File: config.mk
export PLATFORM = sky130hd
export DESIGN_NAME = shift_seq_ctrl
export DESIGN_NICKNAME = d
export VERILOG_FILES = /design/src/rtl/shift_seq_ctrl_pkg.sv /design/src/rtl/shift_stage_var.sv /design/src/rtl/shift_seq_ctrl.sv
export SDC_FILE = /design/constraint.sdc
export NUM_CORES = 1
export LEC_CHECK = 0
export ABC_AREA = 1
export BUFFER_PORTS_ARGS = -buffer_cell sky130_fd_sc_hd__buf_2
export CAP_MARGIN = 20
export CORE_MARGIN = 2
export CORE_UTILIZATION = 55
export DETAILED_ROUTE_END_ITERATION = 10
export PLACE_DENSITY = 0.76
export SLEW_MARGIN = 20
export SYNTH_ARGS = -nofsm -noshare
export SYNTH_HDL_FRONTEND = slang
export SYNTH_HIERARCHICAL = 1
export SYNTH_SLANG_ARGS = --single-unit
File: constraint.sdc
create_clock -name clock -period 3.1 [get_ports clock]
set_input_delay 0.465 -clock clock [delete_from_list [all_inputs] [get_ports clock]]
set_output_delay 0.465 -clock clock [all_outputs]
set_load 0.02 [all_outputs]
File: src/rtl/shift_seq_ctrl_pkg.sv
// Shared constants and types for the sequenced shift unit.
package shift_seq_ctrl_pkg;

  localparam int unsigned SSC_WIDTH = 32;
  localparam int unsigned SSC_AMT_W = 5;
  localparam int unsigned SSC_K_W   = 3;

  localparam logic [1:0] OP_SLL = 2'b00;
  localparam logic [1:0] OP_SRL = 2'b01;
  localparam logic [1:0] OP_SRA = 2'b11;

  typedef enum logic [1:0] {
    IDLE  = 2'd0,
    SHIFT = 2'd1,
    DONE  = 2'd2
  } state_t;

endpackage

File: src/rtl/shift_stage_var.sv
// One conditional shift stage: shifts by 2^j where sel is one-hot in j,
// left (dir=0) or right (dir=1), filling vacated bits with `fill`.
module shift_stage_var #(
  parameter int unsigned WIDTH = 32,
  parameter int unsigned NSEL  = 5
) (
  input  logic [WIDTH-1:0] din,
  input  logic [NSEL-1:0]  sel,
  input  logic             dir,
  input  logic             fill,
  input  logic             en,
  output logic [WIDTH-1:0] shifted_c
);

  // Per bit: a chain of 2:1 muxes, one per candidate amount; one-hot select
  // means at most one link replaces the unshifted bit.
  for (genvar i = 0; i < int'(WIDTH); i++) begin : g_bit
    logic [NSEL:0] chain;
    assign chain[0] = din[i];

    for (genvar j = 0; j < int'(NSEL); j++) begin : g_amt
      localparam int S = 1 << j;
      logic from_left;
      logic from_right;
      logic cand;

      if (i >= S) begin : g_l
        assign from_left = din[i - S];
      end else begin : g_lf
        assign from_left = fill;
      end

      if (i + S < int'(WIDTH)) begin : g_r
        assign from_right = din[i + S];
      end else begin : g_rf
        assign from_right = fill;
      end

      assign cand         = dir ? from_right : from_left;
      assign chain[j + 1] = (en & sel[j]) ? cand : chain[j];
    end

    assign shifted_c[i] = chain[NSEL];
  end

endmodule

File: src/rtl/shift_seq_ctrl.sv
// Multi-cycle shift controller: walks one shared shift stage through the
// 16/8/4/2/1 amounts, then presents the result for one DONE cycle.
module shift_seq_ctrl
  import shift_seq_ctrl_pkg::*;
#(
  parameter int unsigned WIDTH = SSC_WIDTH,
  parameter int unsigned AMT_W = SSC_AMT_W
) (
  input  logic             clock,
  input  logic             reset,
  input  logic             ctrl_start,
  input  logic [1:0]       ctrl_op,
  input  logic [WIDTH-1:0] data_in,
  input  logic [AMT_W-1:0] amt,
  output logic             busy,
  output logic             result_ready,
  output logic [WIDTH-1:0] result
);

  localparam int unsigned K_W = SSC_K_W;

  state_t           state_q, state_d;
  logic [WIDTH-1:0] work_q, work_d;
  logic [AMT_W-1:0] amt_q, amt_d;
  logic [1:0]       op_q, op_d;
  logic [K_W-1:0]   k_q, k_d;
  logic [WIDTH-1:0] result_d;
  logic             busy_d;
  logic             ready_d;

  logic [AMT_W-1:0] sel;
  logic             stage_en;
  logic             dir;
  logic             fill;
  logic [WIDTH-1:0] stage_out;

  // Stage k applies amount 2^(AMT_W-1-k) when that bit of the latched amount is set.
  always_comb begin
    sel = '0;
    for (int unsigned j = 0; j < AMT_W; j++) begin
      sel[j] = (k_q == K_W'(AMT_W - 1 - j));
    end
    stage_en = |(sel & amt_q);
  end

  // Direction and fill per op; the working MSB stays equal to the original sign under SRA.
  always_comb begin
    dir  = 1'b0;
    fill = 1'b0;
    case (op_q)
      OP_SLL: begin dir = 1'b0; fill = 1'b0; end
      OP_SRL: begin dir = 1'b1; fill = 1'b0; end
      OP_SRA: begin dir = 1'b1; fill = work_q[WIDTH-1]; end
      default: begin dir = 1'b0; fill = 1'b0; end
    endcase
  end

  shift_stage_var #(
    .WIDTH (WIDTH),
    .NSEL  (AMT_W)
  ) u_stage (
    .din       (work_q),
    .sel       (sel),
    .dir       (dir),
    .fill      (fill),
    .en        (stage_en),
    .shifted_c (stage_out)
  );

  // Next-state, datapath and registered-output decode.
  always_comb begin
    state_d  = state_q;
    work_d   = work_q;
    amt_d    = amt_q;
    op_d     = op_q;
    k_d      = k_q;
    result_d = result;
    busy_d   = 1'b0;
    ready_d  = 1'b0;
    case (state_q)
      IDLE, DONE: begin
        if (ctrl_start) begin
          work_d  = data_in;
          amt_d   = amt;
          op_d    = ctrl_op;
          k_d     = '0;
          state_d = SHIFT;
        end else begin
          state_d = IDLE;
        end
      end
      SHIFT: begin
        work_d = stage_out;
        k_d    = k_q + K_W'(1);
        if (k_q == K_W'(AMT_W - 1)) begin
          result_d = stage_out;
          state_d  = DONE;
        end
      end
      default: state_d = IDLE;
    endcase
    busy_d  = (state_d != IDLE);
    ready_d = (state_d == DONE);
  end

  // State and datapath registers with synchronous reset.
  always_ff @(posedge clock) begin
    if (reset) begin
      state_q      <= IDLE;
      work_q       <= '0;
      amt_q        <= '0;
      op_q         <= '0;
      k_q          <= '0;
      result       <= '0;
      busy         <= 1'b0;
      result_ready <= 1'b0;
    end else begin
      state_q      <= state_d;
      work_q       <= work_d;
      amt_q        <= amt_d;
      op_q         <= op_d;
      k_q          <= k_d;
      result       <= result_d;
      busy         <= busy_d;
      result_ready <= ready_d;
    end
  end

endmodule

== Word level (Yosys, flattened, before mapping) ==
Index checks and enable logic that the tools add are counted.

* Add/subtract/negate cells: 1
* $mul: 0
* Div/mod/pow operators: 0
* $lt $le $gt $ge: 0
* Eq/ne operators: 10
* Shift-type cells: 0
* Mux-type cells: 329
* Bitwise operators: 6
* Reduce and logical (&&, ||, !) cells: 10

{| class="wikitable"
|+ Operator list
! kind !! count
|-
| two-way mux 1 bit || 323
|-
| one-hot mux 32 bit (2 select lines) || 1
|-
| two-way mux 32 bit || 1
|-
| == test 2 bit, second input constant || 3
|-
| == test 3 x 2 -> 1 bit, second input constant || 2
|-
| one-hot mux 3 bit (2 select lines) || 1
|-
| AND reduction 2 bit || 3
|-
| bitwise AND 1 bit || 5
|-
| bitwise AND 5 bit || 1
|-
| OR reduction 5 bit || 1
|-
| == test 2 x 1 -> 1 bit, second input constant || 2
|-
| one-hot mux 2 bit (2 select lines) || 1
|-
| nonzero test 2 bit || 2
|-
| OR reduction 2 bit || 2
|-
| adder 3 x 1 -> 3 bit, second input constant || 1
|-
| == test 3 x 1 -> 1 bit, second input constant || 1
|-
| == test 3 bit, second input constant || 1
|-
| zero test 3 bit || 1
|-
| two-way mux 3 bit || 1
|-
| zero test 2 bit || 1
|-
| two-way mux 2 bit || 1
|-
| != test 2 bit, second input constant || 1
|}

* Register bits after elaboration: 78
* Latch bits: 0
* Memory bits (writable): 0
* ROM bits: 0
* Bits of input ports: 42
* Output and inout port bits: 34
* Memories kept: 0

== Longest topological paths before layout ==
Gate-level depths: netlist of run 1.

* Depth after elaboration: 10
* Depth in mapped cells: 23
* Depth with buffers taken out: 22

== Cells and area by module ==
Netlist of run 1, hierarchy kept.

{| class="wikitable"
|+ By module, submodules not included
! module !! instances !! cells an instance !! area an instance (µm²) !! seq. area each (µm²)
|-
| shift_seq_ctrl || 1 || 543 || 3627.2 || 1561.5
|-
| shift_stage_var || 1 || 721 || 2917.8 || 0.0
|}

== Least setup slack after synthesis of run 1 ==
OpenSTA, ideal clock, no wires.

* Kind: flip-flop to flip-flop
* Start point: reg k_q[0]
* End point: reg work_q[16]
* Data arrival time: 2.170 ns
* Data required time: 2.986 ns
* Slack: 0.816 ns
* Stages on the path, launching flop included: 19
* Buffers on the path: 2
* Clock period less this slack: 2.284 ns
* Path through: dfxtp_1 > inv_1 > ha_1 > nand2_1 > inv_2 > nand2_1 > nand2_1 > nor2_1 > nand2_1 > nand2_1 > clkbuf_1 > buf_1 > nand2_1 > nand2_1 > nand2_1 > inv_1 > nor2_1 > a21oi_1 > nor2_1

* Word-level cells in the longest chain between the ends: 10

{| class="wikitable"
|+ RTL lines
! what !! line !! RTL
|-
| start: declaration || shift_seq_ctrl.sv:26 || <nowiki>logic [K_W-1:0] k_q, k_d;</nowiki>
|-
| start signal: assignment || shift_seq_ctrl.sv:122 || <nowiki>k_q <= k_d;</nowiki>
|-
| == test 3 bit (*) || shift_seq_ctrl.sv:41 || <nowiki>sel[j] = (k_q == K_W'(AMT_W - 1 - j));</nowiki>
|-
| net sel[0] || shift_seq_ctrl.sv:31 || <nowiki>logic [AMT_W-1:0] sel;</nowiki>
|-
| bitwise AND 5 bit (*) || shift_seq_ctrl.sv:43 || <nowiki>stage_en = |(sel & amt_q);</nowiki>
|-
| OR reduction 5 bit (*) || shift_seq_ctrl.sv:43 ||
|-
| net stage_en || shift_seq_ctrl.sv:32 || <nowiki>logic stage_en;</nowiki>
|-
| bitwise AND 1 bit || shift_stage_var.sv:40 || <nowiki>assign chain[j + 1] = (en & sel[j]) ? cand : chain[j];</nowiki>
|-
| two-way mux 1 bit (4 in series) || shift_stage_var.sv:40 ||
|-
| two-way mux 1 bit (*) || shift_stage_var.sv:40 ||
|-
| net stage_out[16] || shift_seq_ctrl.sv:35 || <nowiki>logic [WIDTH-1:0] stage_out;</nowiki>
|-
| one-hot mux 32 bit (2 select lines) (*) || shift_seq_ctrl.sv:80 || <nowiki>case (state_q)</nowiki>
|-
| end signal: assignment || shift_seq_ctrl.sv:119 || <nowiki>work_q <= work_d;</nowiki>
|-
| end: declaration || shift_seq_ctrl.sv:23 || <nowiki>logic [WIDTH-1:0] work_q, work_d;</nowiki>
|}

Mark *: on every way through the listed nets, which the timed path passes. The rest lies on a longest branch.
A chain may end at the register's enable or synchronous reset.

== Worst setup path in the final report of run 1 ==
* Start point: reg k_q[0]
* End point: reg work_q[18]

Same word-level chain as after synthesis.

==> results of run 1 <==
-- state kept, by name, summed over array words and instances (netlist names) --
register	flops
busy	1
op_q	2
amt_q	5
state_q	2
result_ready	1
result	32
k_q	3
work_q	32
-- cells by family after synthesis --
| group | after synthesis | share of synthesized area (%) |
|---|---|---|
| buf+inv | 246 | 14.91 |
| fa+ha+maj | 5 | 0.9558 |
| flops | 78 | 23.86 |
| compound gates | 81 | 6.423 |
| simple gates | 854 | 53.85 |
-- placed cells by master (no fill, tap or decap) --
cell type and instances:
nand2_1 556, inv_1 163, nand3_1 142, nor2_1 119, dfxtp_1 78, buf_2 75
a21oi_1 55, nand3b_1 31, o21ai_0 20, buf_4 15, clkbuf_16 9, inv_2 6
o31ai_1 6, ha_1 5, nand2_2 3, bufinv_16 3, nor2_4 2, inv_6 2
clkinv_1 2, buf_12 2, nor2_2 1, clkinv_2 1, clkinvlp_4 1
-- power breakdown --
| group | switching, mW | internal [mW] |
|---|---|---|
| sequential | 0.0816 | 1.06 |
| combinational | 0.628 | 0.285 |
| clock | 0.440 | 0.791 |
-- final timing paths --
check | startpoint | endpoint | slack (ps) | cells past startpoint
worst max register to register | k_q[0] | work_q[18] | 220 | 16
worst max-delay path | k_q[0] | work_q[18] | 220 | 16
worst min-delay path | reset | k_q[2] | 370 | 2
worst min register to register | result[24] | result[24] | 470 | 2
-- per-layer routing --
metal / part of all wire [%] / vias to the layer above / track usage [%]
met5: 0 / - / 0
met4: 2.1 / 0 / 10.81
met3: 14 / 59 / 7.392
met2: 43 / 552 / 52.61
met1: 41 / 3458 / 50.76
li1: - / 3887 / -
-- cell type report --
class | instances | area share, %
clock buffers | 9 | 3.101
inverters | 171 | 8.837
multi-input cells | 940 | 55.18
clock inverters | 7 | 1.654
well taps | 143 | 2.463
repair buffers | 92 | 7.270
flip-flops and latches | 78 | 21.50
-- metrics by stage --
stage          instances  util, %  area, um^2  setup slack, ps  total power, mW
2_1_floorplan       1264        -        6545            816.5            1.792
3_3_place_gp        1424    60.07        6918            472.5            2.018
3_5_place_dp        1424    60.07        6918            353.7            2.033
4_1_cts             1440    63.07        7263            333.7            3.245
5_1_grt             1440    63.07        7263            58.36            3.460
6_report            1440    63.07        7263            224.2            3.288
-- critical path, delay by kind of cell (launching register included) --
family                     cells  cell delay (ps)
buffers and inverters          3              960
and+or+nand+nor               11             1000
DFF                            1              340
adders and majority gates      1              180
AOI/OAI and AO/OA              1              320
==> impl_metrics.yaml, run 1 <==
detailed_routing:
  antenna_left: 0
  vias: 7956
  routedWlPerCell_um: 15.53
  firstDrtPassIters: 6
  drc: 0
  first_iter_violations: 979
  viasPerCell: 5.525
  wirelength_um: 22370
sta:
  slew_viol_final: 0
  skew_ps: 8.573
  period_needed_ps: 2876
  relSlewSlack_pct: 33.50
  setup_viol: 0
  hold_violations: 0
  post-route-period-util_pct: 92.77
  worst_pin_slew_ps: 996.4
  rsz0062_at_grt: "no"
  finalSetupTns_ps: 0
  max_freq_mhz: 347.7
  holdWs_ps: 370.8
placed_design:
  dp_hpwl_um: 15530
  gp_congestion: 1.026
  numPortBuffers: 75
synthesis:
  synth_edf_count: 0
  synth_cell_types: 20
  syn_area_mm2: 0.006545
  yosysMostFrequentCell: "nand2_1"
  synth_commonest_cells: "nand2_1 (556), inv_1 (164), nand3_1 (142)"
  synthTopCellsByArea: "nand2_1 (32%), dfxtp_1 (24%), nand3_1 (11%)"
  synth_seq_cells: 78
  syn_nets: 1311
  synth_flop_cell: "dfxtp_1"
  synth_async_sr_flop_share_pct: 0
  syn_area_per_cell_um2: 5.178
  ys_warn_count: 6
  synth.top_cell.area_share_pct: 31.89
  synth_top_cell_by_area: "nand2_1"
  syn_inst: 1264
  ys_seq_area_share_pct: 23.86
grt:
  grt_remaining_overflow: 0
  grt_max_degree: 88
  grt_use_total_pct: 35.15
  grt_pass1_wl_um: 36530
  grt_pass1_vias: 7052
  antenna_found_initial: 0
final_layout:
  syn_to_final_growth_pct: 10.97
  regArea_mm2: 0.001562
  nets: 1339
  num-fill-cells: 1151
  multi_input_area_mm2: 0.004008
  drive_above_1_share_pct: 9.252
  diodes: 0
floorplan:
  core_area_mm2: 0.01152
  die_h_um: 113.1
  dieArea_mm2: 0.01279
  ios: 76
  die_w_um: 113.1
  row_count: 39
  initial_utilization_pct: 56.83
power:
  ir_drop_mv: 0.3488
  leakage_nw: 4.544
  power_density_mw_per_mm2: 452.7
clock_tree:
  clk_path_buf_depth: 2
  tritoncts: "done"
  cts_buffers: 9
  clock-sinks: 78
  post_cts_buffers: 0
  clockRootBuffer: "clkbuf_16"
  clk_pin_slew_ps: 60
  cts-resized-gates: 0
  postCtsHoldBufs: 0
  clk_latency_ps: 340
  cts.htree.levels: 3
worst_setup_path:
  slowest_delay_ps: 730
  critPathKind: "flip-flop to flip-flop"
  end_kind: "flip-flop"
  critPathMaxFanout: 32
  path_common_cell: "nand2_1"
  cpMaxStageDelayCell: "inv_1"
  critical_path_arrival_ps: 3150
  crit_chain: "inv_1 > ha_1 > nand2_1 > inv_2 > nand2_1 > nand2_1 > nor2_1 > nand2_1 > nand2_1 > inv_1 > o21ai_0 > nand2_1 > nand3_1 > nand2_1 > nor2_1 > nor2_1"
  cp-start-kind: "flip-flop"
  crit_required_ps: 3380
job:
  maxCapViolCount: 0
run_status:
  status: "finished, final reports clean"
worst_hold_path:
  hold_class: "primary input to flip-flop"
Note: power is estimated with default switching activity, not from simulation.
==> run 2, diff against run 1 <==
- CORE_ASPECT_RATIO: default -> 1.2
==> run 2 against run 1 <==
- critical path depth rose by 6
- die area barely moved
- worst hold slack improved by 10 ps
- flip-flop and latch count did not move
- count of clock-buffer cells in the layout rose by 5
- fmax rose by 2.7%
- critical path type unchanged
- highest routed layer unchanged
==> impl_metrics.yaml, run 2 (synthesis gave the netlist of run 1 again) <==
grt:
  antenna_found_initial: 0
  grt_pass1_vias: 6939
  grt_use_total_pct: 36.44
  grt_max_degree: 88
  grt_remaining_overflow: 0
  grt_pass1_wl_um: 36980
clock_tree:
  clock-sinks: 78
  clockRootBuffer: "clkbuf_16"
  postCtsHoldBufs: 0
  cts-resized-gates: 0
  tritoncts: "done"
  clk_pin_slew_ps: 60
  cts.htree.levels: 3
  clk_latency_ps: 340
  clk_path_buf_depth: 2
  post_cts_buffers: 0
  cts_buffers: 9
worst_setup_path:
  worstReg2RegStart: "k_q[1]"
  slowest_delay_ps: 400
  cp-start-kind: "flip-flop"
  crit_family: "simple AND/OR/NAND/NOR gates"
  critPathKind: "flip-flop to flip-flop"
  path_common_cell: "nand2_1"
  crit_buf_inv: 5
  critPathMaxFanout: 32
  crit_required_ps: 3370
  critical_path_arrival_ps: 3070
  reg2reg_slack_ps: 300
  r2r.worst_path.cells: 22
  end_kind: "flip-flop"
  timing.rr.end: "work_q[28]"
  cpMaxStageDelayCell: "dfxtp_1"
  crit_chain: "inv_1 > ha_1 > nand2_1 > inv_2 > nand2_1 > nand2_1 > nor2_1 > nand2_1 > nand2_1 > buf_4 > nand2_1 > inv_1 > nand2_1 > nand2_1 > nand2_1 > nand2_1 > nand2_1 > nand2_1 > inv_1 > nor2_1 > a21oi_1 > nor2_1"
sta:
  hold_violations: 0
  setup_viol: 0
  skew_ps: 8.339
  rsz0062_at_grt: "no"
  holdWs_ps: 381.2
  max_freq_mhz: 357.3
  relSlewSlack_pct: 38.34
  finalSetupTns_ps: 0
  period_needed_ps: 2799
  slew_viol_final: 0
  worst_pin_slew_ps: 923.8
  post-route-period-util_pct: 90.29
detailed_routing:
  wirelength_um: 23580
  first_iter_violations: 770
  routedWlPerCell_um: 16.20
  viasPerCell: 5.451
  vias: 7931
  drc: 0
  firstDrtPassIters: 6
  antenna_left: 0
floorplan:
  row_count: 43
  die_w_um: 103.6
  ios: 76
  initial_utilization_pct: 56.58
  die_h_um: 123.5
  core_area_mm2: 0.01157
  dieArea_mm2: 0.01279
worst_hold_path:
  hold_end: "k_q[2]"
  hold_start: "reset"
  hold_class: "primary input to flip-flop"
  whs_path_depth: 2
final_layout:
  layout_common_cells: "nand2_1 (556), inv_1 (163), nand3_1 (142)"
  drive_above_1_share_pct: 9.091
  diodes: 0
  syn_to_final_growth_pct: 10.30
  final_common_cell: "nand2_1"
  top_regs: "result: 32 flops, work_q: 32 flops, amt_q: 5 flops"
  nets: 1341
placed_design:
  numPortBuffers: 75
  gp_congestion: 1.001
  dp_hpwl_um: 16780
run_status:
  status: "finished, final reports clean"
power:
  power_density_mw_per_mm2: 422.0
  ir_drop_mv: 0.3716
  leakage_nw: 4.521
job:
  maxCapViolCount: 0
run 2: power by group:
| part | switching [mW] | total, mW | internal (mW) |
|---|---|---|---|
| combinational | 0.646 | 0.933 | 0.287 |
| clock | 0.388 | 0.969 | 0.581 |
| sequential | 0.0808 | 1.14 | 1.06 |
run 2: per-stage QoR:
step | area (um^2) | setup WS, ps | instances | util, % | power (mW)
2_1_floorplan | 6545 | 816.5 | 1264 | - | 1.792
3_3_place_gp | 6950 | 462.3 | 1440 | 60.09 | 2.062
3_5_place_dp | 6950 | 420.2 | 1440 | 60.09 | 2.060
4_1_cts | 7219 | 409.9 | 1455 | 62.41 | 3.019
5_1_grt | 7219 | 36.14 | 1455 | 62.41 | 3.205
6_report | 7219 | 300.9 | 1455 | 62.41 | 3.046
run 2: final cells by class:
| class | instances | area [um^2] |
|---|---|---|
| fillers | 1207 | 4348 |
| inverters | 171 | 641.9 |
| multi-input cells | 940 | 4008 |
| repair buffers | 94 | 543.0 |
| well taps | 157 | 196.4 |
| clock inverters | 1 | 5.005 |
| clock buffers | 14 | 264.0 |
| flip-flops and latches | 78 | 1562 |
run 2: worst max-delay path by stage:
stage                start          to  slack, ps  cells after the start
global placement    k_q[0]  work_q[23]        460                     22
detailed placement  k_q[0]  work_q[23]        420                     22
global route        k_q[0]  work_q[19]         40                     16
finish              k_q[1]  work_q[28]        300                     22
floorplan           k_q[0]  work_q[16]        820                     18
CTS                 k_q[0]  work_q[23]        410                     22
run 2: metal layers:
| layer | share of wire, % | GRT usage [%] | vias up |
|---|---|---|---|
| met3 | 10 | 4.164 | 84 |
| met1 | 42 | 49.60 | 3468 |
| met5 | 0 | 0 | - |
| met4 | 4.3 | 18.33 | 0 |
| met2 | 43 | 57.62 | 489 |
| li1 | - | - | 3890 |
==> run 3, diff against run 2 <==
==> constraint.sdc (replaced) <==
create_clock -name clock -period 3.1 [get_ports clock]
set_input_delay 0.155 -clock clock [delete_from_list [all_inputs] [get_ports clock]]
set_output_delay 0.155 -clock clock [all_outputs]
set_load 0.02 [all_outputs]
==> run 3 against run 2 <==
- fmax fell by 1.1%
- register-to-register slack got worse by 30 ps
- sequential share of layout area fell by 0.11 points
- clock skew fell by 3.0 ps
- worst hold slack got worse by 310 ps
- combinational power barely moved
- critical endpoint is now work_q[0]
==> impl_metrics.yaml, run 3 (synthesis gave the netlist of run 1 again) <==
worst_setup_path:
  path_common_cell: "nand2_1"
  critPathKind: "flip-flop to flip-flop"
  cpMaxStageDelayCell: "dfxtp_1"
  crit_chain: "inv_1 > ha_1 > nand2_1 > inv_2 > nand2_1 > nand2_1 > nor2_1 > nand2_1 > nand2_1 > inv_1 > buf_4 > a21oi_1 > nand2_1 > nand2_1 > nand2_1 > nand2_1 > nand2_1 > inv_1 > nor2_1 > a21oi_1 > nor2_1"
  slowest_delay_ps: 370
  end_kind: "flip-flop"
  crit_required_ps: 3330
  cp-start-kind: "flip-flop"
  critical_path_arrival_ps: 3060
  critPathMaxFanout: 26
floorplan:
  die_w_um: 103.6
  die_h_um: 123.5
  dieArea_mm2: 0.01279
  core_area_mm2: 0.01157
  row_count: 43
  initial_utilization_pct: 56.58
  ios: 76
power:
  ir_drop_mv: 0.4448
  power_density_mw_per_mm2: 431.6
  leakage_nw: 4.534
  finalPower_mw: 3.132
placed_design:
  gp_congestion: 1.002
  preCtsSetupSlack_ps: 339.9
  place_area_mm2: 0.006953
  dp_cells: 1442
  numPortBuffers: 75
  dp_hpwl_um: 16510
grt:
  use_met2_pct: 55.01
  gr-usage-met1_pct: 49.27
  grt_use_met3_pct: 6.906
  grt_pass1_vias: 7058
  grt_remaining_overflow: 0
  busiest_layer: "met2"
  grt_max_degree: 88
  grt_use_total_pct: 35.93
  antenna_found_initial: 0
  grt_pass1_wl_um: 36760
final_layout:
  syn_to_final_growth_pct: 10.88
  diodes: 0
  fin_area_mm2: 0.007257
  nets: 1343
  num-fill-cells: 1219
  layout_common_cells: "nand2_1 (556), inv_1 (162), nand3_1 (142)"
  drive_above_1_share_pct: 9.608
  final_util_pct: 62.74
  final_common_cell: "nand2_1"
  top_regs: "result: 32 flops, work_q: 32 flops, amt_q: 5 flops"
  final_cell_count_no_fill: 1458
detailed_routing:
  firstDrtPassIters: 6
  antenna_left: 0
  viasPerCell: 5.479
  wirelength_um: 23260
  drc: 0
  vias: 7988
  first_iter_violations: 792
  routedWlPerCell_um: 15.95
clock_tree:
  post_cts_buffers: 0
  clk_latency_ps: 340
  cts_buffers: 9
  tritoncts: "done"
  clock-sinks: 78
  clk_path_buf_depth: 2
  cts.htree.levels: 3
  clockRootBuffer: "clkbuf_16"
  clk_pin_slew_ps: 60
sta:
  hold_violations: 0
  worst_pin_slew_ps: 832.0
  rsz0062_at_grt: "no"
  relSlewSlack_pct: 44.53
  skew_ps: 5.291
  max_freq_mhz: 353.5
  worst_slack_ps: 271.2
  period_needed_ps: 2829
  setup_viol: 0
  slew_viol_final: 0
  holdWs_ps: 67.91
  finalSetupTns_ps: 0
  post-route-period-util_pct: 91.25
job:
  maxCapViolCount: 0
run_status:
  status: "finished, final reports clean"
worst_hold_path:
  hold_class: "primary input to flip-flop"
run 3: cell count changes in the layout (fill, tap and decap cells not counted), sizes merged:
cell	previous run	this run
clkinv	3	6
buf	94	96
clkinvlp	0	2
bufinv	0	1
inv	169	168
clkbuf	14	10
run 3: power breakdown:
part	leakage (nW)	internal, mW	switching, mW
Clock	0.148	0.642	0.418
Combinational	3.75	0.290	0.644
Sequential	0.638	1.06	0.0760
Total	4.53	2.00	1.14
run 3: area by class of cell:
cell class,instances,area (um^2),area share (%)
well taps,157,196.4,2.707
multi-input cells,940,4008,55.22
clock buffers,10,239.0,3.293
flip-flops and latches,78,1562,21.52
inverters,171,645.6,8.897
clock inverters,6,61.31,0.8448
repair buffers,96,545.5,7.517
run 3: critical path: cells and delay by family, from the launching register on:
kind	cells	cell delay, ps
adder cells (fa/ha/maj)	1	210
buffers and inverters	5	670
AND/OR/NAND/NOR	13	1040
AO/OA/AOI/OAI	2	400
flip-flops	1	370
run 3: timing repair:
action / in CTS / in global routing
resized for setup: 0 / 1
hold buffers: 0 / 0
setup endpoints to repair: 0 / 3
run 3: metal layers:
metal | share of wire [%] | routed length [um]
met5 | 0 | 0
met4 | 3.8 | 876
met3 | 12 | 2724
met1 | 42 | 9760
met2 | 43 | 9895
run 3: path summary, 6_finish.rpt:
path | startpoint | cells after the start | end | slack (ps)
max | k_q[0] | 21 | work_q[0] | 270
max reg2reg | k_q[0] | 21 | work_q[0] | 270
min | amt[4] | 3 | amt_q[4] | 70
min reg2reg | result[31] | 2 | result[31] | 470
